<file path="src/rtl/rcc_lsi_ctrl.sv">
// LSI oscillator enable/ready sequencer.
// Merges the software LSION bit with the IWDG force requests, drives the
// analog LSI enable, times start-up and shutdown and reports lsi_rdy.
// Optional clock-security monitor: define RCC_LSI_CSS_EN to build it.
//
// state    | meaning
// ---------+-----------------------------------------------------------
// OFF      | oscillator disabled, waiting for a request
// STARTING | oscillator enabled, start-up timer running
// READY    | oscillator enabled and stable
// STOPPING | oscillator disabled, minimum off-time before a restart
module rcc_lsi_ctrl #(
   parameter int STARTUP_CYC = 64,
   parameter int STOP_CYC    = 4,
   parameter int CNT_W       = 8,
   parameter int CSS_TIMEOUT = 16
) (
   input  logic clk,
   input  logic rst_n,
   input  logic lsion,
   input  logic iwdg1_lsi_req,
   input  logic iwdg2_lsi_req,
`ifdef RCC_LSI_CSS_EN
   input  logic lsi_clk_tgl,
   output logic lsi_css_fail,
`endif
   output logic lsi_en,
   output logic lsi_rdy,
   output logic lsi_busy
);

   typedef enum logic [1:0] {
      OFF      = 2'd0,
      STARTING = 2'd1,
      READY    = 2'd2,
      STOPPING = 2'd3
   } state_t;

   localparam logic [CNT_W-1:0] START_LD = CNT_W'(STARTUP_CYC - 1);
   localparam logic [CNT_W-1:0] STOP_LD  = CNT_W'(STOP_CYC - 1);

   state_t           state, state_nxt;
   logic [CNT_W-1:0] cnt, cnt_nxt;
   logic             req;
   logic             start_ok;
   logic             fail_q;

   assign req = lsion | iwdg1_lsi_req | iwdg2_lsi_req;

`ifdef RCC_LSI_CSS_EN
   localparam int WD_W = 8;
   localparam logic [WD_W-1:0] WD_LD = WD_W'(CSS_TIMEOUT - 1);

   logic [WD_W-1:0] wd, wd_nxt;
   logic            fail_nxt;
   logic            tgl_q;
   logic            req_q;

   // After a clock failure only a fresh 0->1 request may restart the LSI.
   assign start_ok     = req & (~fail_q | ~req_q);
   assign lsi_css_fail = fail_q;
`else
   assign start_ok = req;
   assign fail_q   = 1'b0;
`endif

   // Next-state and timer logic.
   always_comb begin
      state_nxt = state;
      cnt_nxt   = cnt;
`ifdef RCC_LSI_CSS_EN
      wd_nxt    = wd;
      fail_nxt  = fail_q;
`endif
      case (state)
         OFF: begin
            if (start_ok) begin
               state_nxt = STARTING;
               cnt_nxt   = START_LD;
`ifdef RCC_LSI_CSS_EN
               fail_nxt  = 1'b0;
`endif
            end
         end
         STARTING: begin
            if (!req) begin
               state_nxt = STOPPING;
               cnt_nxt   = STOP_LD;
            end else if (cnt == '0) begin
               state_nxt = READY;
`ifdef RCC_LSI_CSS_EN
               wd_nxt    = WD_LD;
`endif
            end else begin
               cnt_nxt = cnt - 1'b1;
            end
         end
         READY: begin
            if (!req) begin
               state_nxt = STOPPING;
               cnt_nxt   = STOP_LD;
            end
`ifdef RCC_LSI_CSS_EN
            else if (lsi_clk_tgl != tgl_q) begin
               wd_nxt = WD_LD;
            end else if (wd == '0) begin
               fail_nxt  = 1'b1;
               state_nxt = STOPPING;
               cnt_nxt   = STOP_LD;
            end else begin
               wd_nxt = wd - 1'b1;
            end
`endif
         end
         STOPPING: begin
            if (cnt == '0) begin
               if (req && !fail_q) begin
                  state_nxt = STARTING;
                  cnt_nxt   = START_LD;
               end else begin
                  state_nxt = OFF;
               end
            end else begin
               cnt_nxt = cnt - 1'b1;
            end
         end
         default: state_nxt = OFF;
      endcase
   end

   // State, timers and registered output decodes of the next state.
   always_ff @(posedge clk) begin
      if (!rst_n) begin
         state    <= OFF;
         cnt      <= '0;
         lsi_en   <= 1'b0;
         lsi_rdy  <= 1'b0;
         lsi_busy <= 1'b0;
`ifdef RCC_LSI_CSS_EN
         wd       <= '0;
         fail_q   <= 1'b0;
         tgl_q    <= 1'b0;
         req_q    <= 1'b0;
`endif
      end else begin
         state    <= state_nxt;
         cnt      <= cnt_nxt;
         lsi_en   <= (state_nxt == STARTING) || (state_nxt == READY);
         lsi_rdy  <= (state_nxt == READY);
         lsi_busy <= (state_nxt == STARTING) || (state_nxt == STOPPING);
`ifdef RCC_LSI_CSS_EN
         wd       <= wd_nxt;
         fail_q   <= fail_nxt;
         tgl_q    <= lsi_clk_tgl;
         req_q    <= req;
`endif
      end
   end

endmodule

</file>
<file path="config.mk">
export PLATFORM = sky130hd
export DESIGN_NAME = rcc_lsi_ctrl
export DESIGN_NICKNAME = d
export VERILOG_FILES = /design/src/rtl/rcc_lsi_ctrl.sv
export SDC_FILE = /design/constraint.sdc
export NUM_CORES = 1
export LEC_CHECK = 0
export ABC_AREA = 1
export BUFFER_PORTS_ARGS = -buffer_cell sky130_fd_sc_hd__buf_2
export CAP_MARGIN = 20
export CORE_MARGIN = 2
export CORE_UTILIZATION = 30
export DETAILED_ROUTE_END_ITERATION = 6
export GPL_ROUTABILITY_DRIVEN = 0
export PLACE_DENSITY_LB_ADDON = 0.1
export SLEW_MARGIN = 20
export SYNTH_ARGS = -nofsm -noshare
export SYNTH_HDL_FRONTEND = slang
export SYNTH_SLANG_ARGS = --single-unit
export TNS_END_PERCENT = 10
</file>
<file path="constraint.sdc">
create_clock -name clk -period 1.6 [get_ports clk]
set_input_delay 0.32 -clock clk [delete_from_list [all_inputs] [get_ports clk]]
set_output_delay 0.32 -clock clk [all_outputs]
set_load 0.02 [all_outputs]
</file>
# Yosys cells after proc, flatten, opt, wreduce, memory -nomap -nowiden
# Index checks and enable logic that the tools add are counted.
dict set report word_totals {
  regBits 13
  inputBits 5
  output_inout_bits 3
}
dict set report op_classes {
  n_addsub 1
  n_reduce_logical 5
  eq_ne 8
  n_mux 13
  bitwise 2
}
# op n
set op_table {}
lappend op_table {{8-bit two-way mux} 5}
lappend op_table {{8-bit case mux with 4 select lines} 1}
lappend op_table {{2-bit two-way mux} 5}
lappend op_table {{2-bit == test (second input constant)} 4}
lappend op_table {{8-bit logical NOT} 1}
lappend op_table {{2-bit case mux with 4 select lines} 1}
lappend op_table {{8-bit by 1-bit subtractor with 8-bit output (second input constant)} 1}
lappend op_table {{2-bit by 1-bit == test with 1-bit output (second input constant)} 2}
lappend op_table {{3-bit != test (second input constant)} 1}
lappend op_table {{2-bit logical NOT} 1}
lappend op_table {{1-bit logical OR} 2}
lappend op_table {{2-bit != test (second input constant)} 1}
lappend op_table {{1-bit OR} 2}
lappend op_table {{2-bit AND reduction} 1}
lappend op_table {{1-bit two-way mux} 1}

# Longest topological paths before layout
# Gate-level depths: netlist (run 1).
dict set report logic_depth {
  depth_word 7
  ltp_mapped 11
  mapped_depth_nobuf 11
}

# Worst setup path after synthesis (run 1)
# OpenSTA, ideal clock, no wires.
dict set report synth_path {
  path_kind {register -> register}
  from {register cnt[0]}
  to {register lsi_en}
  stages_incl_launch_ff 10
  setup_ns 0.117
  slack_ns 0.180
  synth_period_minus_slack_ns 1.420
  t_arrival_ns 1.304
  n_path_buf 0
  path_cell_list {dfxtp_1 > inv_1 > ha_1 > nand3_1 > nor2_4 > nand2_1 > nand2_2 > nor2_1 > ha_1 > nor2_1}
}
dict set report synth_via {
  elab_chain_len 6
  word_cells_on_any_way 8
  cone_classes {eq/ne (2); mux (4); reduce/logical (2)}
}
# element line
set synth_lines {}
lappend synth_lines {{start: declaration} 43} ;# logic [CNT_W-1:0] cnt, cnt_nxt;
lappend synth_lines {{start signal: assignment} 147} ;# cnt <= cnt_nxt;
lappend synth_lines {{8-bit logical NOT (*)} {89, 116}}
lappend synth_lines {{2-bit two-way mux} 89} ;# end else if (cnt == '0) begin
lappend synth_lines {{2-bit two-way mux} 86} ;# if (!req) begin
lappend synth_lines {{2-bit case mux with 4 select lines (*)} 75} ;# case (state)
lappend synth_lines {{named net state_nxt[1]} 42} ;# state_t state, state_nxt;
lappend synth_lines {{2-bit by 1-bit == test with 1-bit output or 2-bit == test (tied branches)} 148} ;# lsi_en <= (state_nxt == STARTING) || (state_nxt == READY);
lappend synth_lines {{1-bit logical OR (*)} 148}
lappend synth_lines {{end signal: assignment} 148}
lappend synth_lines {{end: declaration} 27} ;# output logic lsi_en,
# The timed path passes the listed nets; every way through them passes the cells marked *.
# A chain may end at the register's enable or synchronous reset.

# Worst setup path in the final report (run 1)
dict set report layout_path {
  from {register cnt[0]}
  to {register lsi_en}
}
dict set report layout_via {
  elab_chain_len 6
  word_cells_on_any_way 8
  cone_classes {eq/ne (2); mux (4); reduce/logical (2)}
}
# element line
set layout_lines {}
lappend layout_lines {{8-bit logical NOT (*)} {89, 116}}
lappend layout_lines {{2-bit two-way mux} 89}
lappend layout_lines {{2-bit two-way mux} 86}
lappend layout_lines {{2-bit case mux with 4 select lines (*)} 75}
lappend layout_lines {{2-bit by 1-bit == test with 1-bit output or 2-bit == test (tied branches)} 148}
lappend layout_lines {{1-bit logical OR (*)} 148}
# Every way passes the cells marked *; elsewhere a longest branch is shown, timed or not.

==> results of run 1 <==
==> cells by family (layout without fill, tap and decap cells) <==
logic type / Yosys count / count (layout) / synth area share (%)
AO/OA/AOI/OAI: 17 / 17 / 11.9
AND/OR/NAND/NOR: 76 / 76 / 43.8
XOR/XNOR: 1 / 1 / 1.00
buffers and inverters: 26 / 40 / 11.6
adder cells (fa/ha/maj): 3 / 3 / 4.29
flip-flops: 12 / 12 / 27.5
==> power by group <==
group | internal [uW] | total [uW] | switching, uW
clock | 138 | 259 | 120
combinational | 167 | 453 | 285
sequential | 344 | 390 | 46.2
==> state kept, by name, indices dropped and copies added, names as in the netlist <==
register	cells
cnt	8
lsi_en	1
state	2
lsi_rdy	1
==> synth_stat cells, drive strengths merged <==
cell type / number
nor2: 22
a21oi: 8
nand4: 1
nand2: 37
nor3: 1
clkinv: 1
nand3: 15
xor2: 1
ha: 3
buf: 1
o21ai: 9
dfxtp: 12
inv: 24
==> metal layers <==
layer	wire (um)	global-route usage [%]	vias up
li1	-	-	449
met1	1070	19.1	378
met2	887	20.1	9
met3	49	2.01	4
met4	31	4.98	0
met5	0	0	-
==> worst min-delay path, delay by kind of cell <==
family / cells / cell delay [ps]
buffers and inverters: 2 / 170
AND/OR/NAND/NOR: 1 / 60
==> layout make-up <==
type / count / area, sq um / area share, %
Timing Repair Buffer: 11 / 65.1 / 6.39
Inverter: 25 / 93.8 / 9.21
Multi-Input combinational cell: 97 / 543 / 53.3
Clock buffer: 4 / 36.3 / 3.56
Sequential cell: 12 / 241 / 23.7
Tap cell: 31 / 38.8 / 3.81
==> how the worst min path moves through the flow <==
stage | startpoint | end | slack (ps)
3_3_place_gp | cnt[7] | cnt[7] | 500
3_5_place_dp | cnt[7] | cnt[7] | 490
5_1_grt | rst_n | lsi_rdy | 310
6_report | rst_n | lsi_rdy | 290
2_1_floorplan | rst_n | lsi_rdy | 410
4_1_cts | rst_n | lsi_rdy | 280
==> timing repair <==
action,in CTS,in global routing
gates resized for setup,1,5
setup endpoints to repair,1,5
buffers inserted,0,1
pin swaps,0,2
==> stage by stage <==
step | area (sq um) | worst slack (ps) | util [%]
floorplan | 875 | 180 | -
global placement | 963 | 76.4 | 34.9
detailed placement | 963 | 36.9 | 34.9
CTS | 1000 | 57.2 | 36.3
global route | 1020 | 12.6 | 36.9
finish | 1020 | 108 | 36.9
==> metrics.csv, run 1 <==
stage,metric,value,unit
synth,syn-num-nets,143,
grt,antenna_found_initial,0,
clock_tree,cts.sinks,12,
route,ant_nets,0,
timing,drv_slew,0,
timing,hold_ws,288,ps
pwr,power_density,1080,nW/um^2
pwr,power.total,1100,uW
layout,n_antenna_cell,0,
die,initial_core_util,31.7,%
route,via_count,840,
grt,grt_pass1_wl,3.44,mm
critical_path,timing.rr.end,lsi_en,
hold_path,holdPathStages,3,
route,routed_via_density,4.67,
synth,netlist_area,875,sq um
die,die_area,3360,sq um
layout,stdcell_count,180,
layout,final_common_cell,nand2_1,
clock_tree,htreeDepth,1,
critical_path,crit_top_cell,ha_1,
outcome,status,"complete, no violations",
timing,tns,0,ps
pwr,p_leak,0.000526,uW
route,drt-total-wl,2.04,mm
critical_path,cp_num_cells,8,
clock_tree,clk_path_buf_depth,2,
timing,rsz0062_at_grt,false,
synth,syn_inst,135,
critical_path,rrSetupSlack,110,ps
critical_path,rr_worst_depth,8,
critical_path,worst_path_largest_cell_delay,340,ps
layout,nFillCells,303,
place,numPlacedInstances,175,
grt,grt_use_total,13.3,%
timing,hold_violations,0,
critical_path,crit_path_start,cnt[0],
critical_path,crit_family,adder cells,
place,port_buffers,7,
synth,yosysTopAreaCell,dfxtp_1,
layout,drive_above_1_share,29.5,%
place,hpwlAfterDp,1.59,mm
layout,mostFrequentLayoutCells,"nand2_1, inv_1, nor2_1",
synth,yosysSeqAreaShare,27.5,%
critical_path,worstPathCellList,inv_2 > ha_1 > inv_1 > nor2_4 > nand3_2 > o21ai_4 > ha_1 > nor2_1,
route,drt_pass1_iterations,4,
critical_path,critPathMaxFanout,3,
die,die_h,58.0,um
timing,final.setup_skew,1.91,ps
critical_path,worstReg2RegStart,cnt[0],
clock_tree,cts_inserted_buffers,3,
grt,grt_max_degree,10,
timing,setup-violations-final,0,
die,core_area,2760,sq um
critical_path,crit_type,reg2reg,
synth,ys_types,22,
synth,post_synth.cell_area_avg,6.48,sq um
grt,overflow,0,
critical_path,endpoint_kind,register,
pwr,ir_drop,0.000482,V
layout,areaGrowthSynthToFinish,16.5,%
layout,final_nets,158,
route,drt-initial-drc-count,16,
synth,yosys_warnings,0,
timing,period_minus_slack,1490,ps
critical_path,slowest_stage,dfxtp_2,
die,rows,19,
critical_path,worst_ep_required_time,1810,ps
flow_run,cap_violations,0,
timing,max_freq,670,MHz
clock_tree,ctsHoldBuffers,0,
clock_tree,clk_pin_slew,90,ps
timing,max_slew_margin,77.6,%
route,wire_per_inst,11.3,um
clock_tree,cts_root_buf,clkbuf_4,
hold_path,hold_class,in2reg,
synth,yosys-top-cells-area,"dfxtp_1, nand2_1, inv_1",
critical_path,cp-start-kind,register,
clock_tree,clk-insertion-delay-late,280,ps
timing,tightest_slew,335,ps
grt,grt_pass1_vias,745,
route,drc,0,
synth,synth-seq-cells,12,
die,die_w,58.0,um
critical_path,crit_buf_inv,2,
timing,period_share,93.2,%
critical_path,crit_arrival,1700,ps
die,ios,8,
synth,synth.top_cell.area_share,27.5,%
clock_tree,cts_tree,built,
critical_path,cp-endpoint,lsi_en,
(Power assumes the default switching activity.)
==> run 2: changes to the inputs <==
clock period = 1.8 ns   (was 1.6 ns; I/O delays follow)
==> run 2 against run 1 <==
  * Sequential power decreased by 11%
  * Clock power decreased by 12%
  * Die area unchanged
  * Utilization decreased by 1.5 points
  * Sequential share of layout area increased by 0.87 points
  * Sequential cell count unchanged
  * Worst hold slack improved by 41 ps
  * Combinational power decreased by 18%
  * Maximum frequency decreased by 8.1%
  * Clock-buffer cell count unchanged
  * First-iteration DRC count increased by 50%
  * Clock skew decreased by 1.5 ps
  * Critical path type unchanged
==> metrics.csv, run 2 (synthesis gave the netlist of run 1 again) <==
stage,metric,value,unit
timing,drv_slew,0,
critical_path,worst_path_largest_cell_delay,370,ps
timing,setup-violations-final,0,
clock_tree,clk-insertion-delay-late,280,ps
critical_path,cp-start-kind,register,
layout,largest-register,cnt,
die,die_w,58.0,um
timing,tightest_slew,311,ps
grt,grt_use_total,13.6,%
timing,period_minus_slack,1620,ps
clock_tree,htreeDepth,1,
route,wire_per_inst,11.6,um
outcome,status,"complete, no violations",
timing,max_freq,616,MHz
die,rows,19,
clock_tree,clk_pin_slew,90,ps
timing,period_share,90.2,%
clock_tree,clk_path_buf_depth,2,
place,hpwlAfterDp,1.56,mm
flow_run,cap_violations,0,
clock_tree,cts_setup_buffers,0,
route,drt-total-wl,2.04,mm
pwr,ir_drop,0.000405,V
grt,grt_pass1_wl,3.33,mm
layout,final_util,35.4,%
layout,final_common_cell,nand2_1,
die,ios,8,
critical_path,critPathMaxFanout,7,
pwr,p_leak,0.000506,uW
critical_path,crit_type,reg2reg,
route,drt_pass1_iterations,4,
grt,grt_max_degree,10,
timing,rsz0062_at_grt,false,
grt,overflow,0,
route,routed_via_density,4.68,
die,core_area,2760,sq um
hold_path,hold_class,in2reg,
die,die_h,58.0,um
timing,final.setup_skew,0.363,ps
clock_tree,ctsHoldBuffers,0,
route,ant_nets,0,
timing,tns,0,ps
grt,grtUsageMet3,2.68,%
grt,grt-busiest-layer,met2,
timing,hold_ws,329,ps
layout,drive_above_1_share,24.1,%
route,drc,0,
critical_path,endpoint_kind,register,
pwr,power.total,951,uW
route,drt-initial-drc-count,24,
clock_tree,cts_resized,0,
layout,n_antenna_cell,0,
critical_path,slowest_stage,dfxtp_1,
die,initial_core_util,31.7,%
critical_path,worst_ep_required_time,2010,ps
pwr,power_density,974,nW/um^2
layout,areaGrowthSynthToFinish,11.7,%
grt,antenna_found_initial,0,
timing,max_slew_margin,79.1,%
clock_tree,cts.sinks,12,
place,port_buffers,7,
route,via_count,824,
layout,final_nets,154,
critical_path,crit_arrival,1840,ps
critical_path,rrSetupSlack,180,ps
clock_tree,cts_tree,built,
clock_tree,cts_root_buf,clkbuf_4,
grt,grt_pass1_vias,715,
grt,gr-usage-met1,19.3,%
timing,hold_violations,0,
critical_path,worstPathCellList,inv_1 > ha_1 > nand3_1 > nor2_4 > nand2_1 > nand2_2 > nor2_1 > ha_1 > nor2_1,
clock_tree,cts_inserted_buffers,3,
layout,mostFrequentLayoutCells,"nand2_1, inv_1, nor2_1",
grt,grtUsageMet2,19.8,%
layout,reg_top3,"cnt: 8 flops, state: 2 flops",
layout,largest_register_ffs,8,
die,die_area,3360,sq um
## run 2: cell types whose count changed in the layout (fill, tap and decap cells not counted)
cell     change
buf_4        -4
dfxtp_1      +1
dfxtp_2      -1
inv_1        +2
inv_2        -2
nand2_1      +1
nand2_2      -1
nor2_1       +1
nor2_4       -1
## run 2: worst paths after layout
kind,from,endpoint,cells after the start
worst max-delay path,cnt[0],lsi_en,9
worst min-delay path,rst_n,lsi_rdy,3
worst max register to register,cnt[0],lsi_en,9
worst min register to register,cnt[7],cnt[7],2
## run 2: power breakdown
part / internal, uW / switching [uW]
Clock: 123 / 106
Sequential: 305 / 44.1
Combinational: 130 / 243
Total: 558 / 393
## run 2: cell type report
cell class	count	area [sq um]
multi-input cells	97	533
repair buffers	7	35.0
well taps	31	38.8
fillers	312	1780
clock buffers	4	36.3
flip-flops and latches	12	240
inverters	25	93.8
## run 2: through the flow
step | worst slack [ps] | std cells | instance area [sq um]
final | 177 | 176 | 977
after global routing | 71.7 | 176 | 977
after CTS | 198 | 176 | 977
after detailed placement | 206 | 172 | 941
after global placement | 220 | 172 | 941
after floorplan | 380 | 135 | 875
## run 2: per-layer routing
metal,vias up,wire length (um)
met3,4,58
met1,372,1040
li1,438,-
met4,0,28
met2,10,907
met5,-,0
## run 2: critical path: cells and delay by family, from the launching register on
family        cells  cell delay (ps)
fa+ha+maj         2              460
simple gates      6              640
flops             1              370
buf+inv           1               80
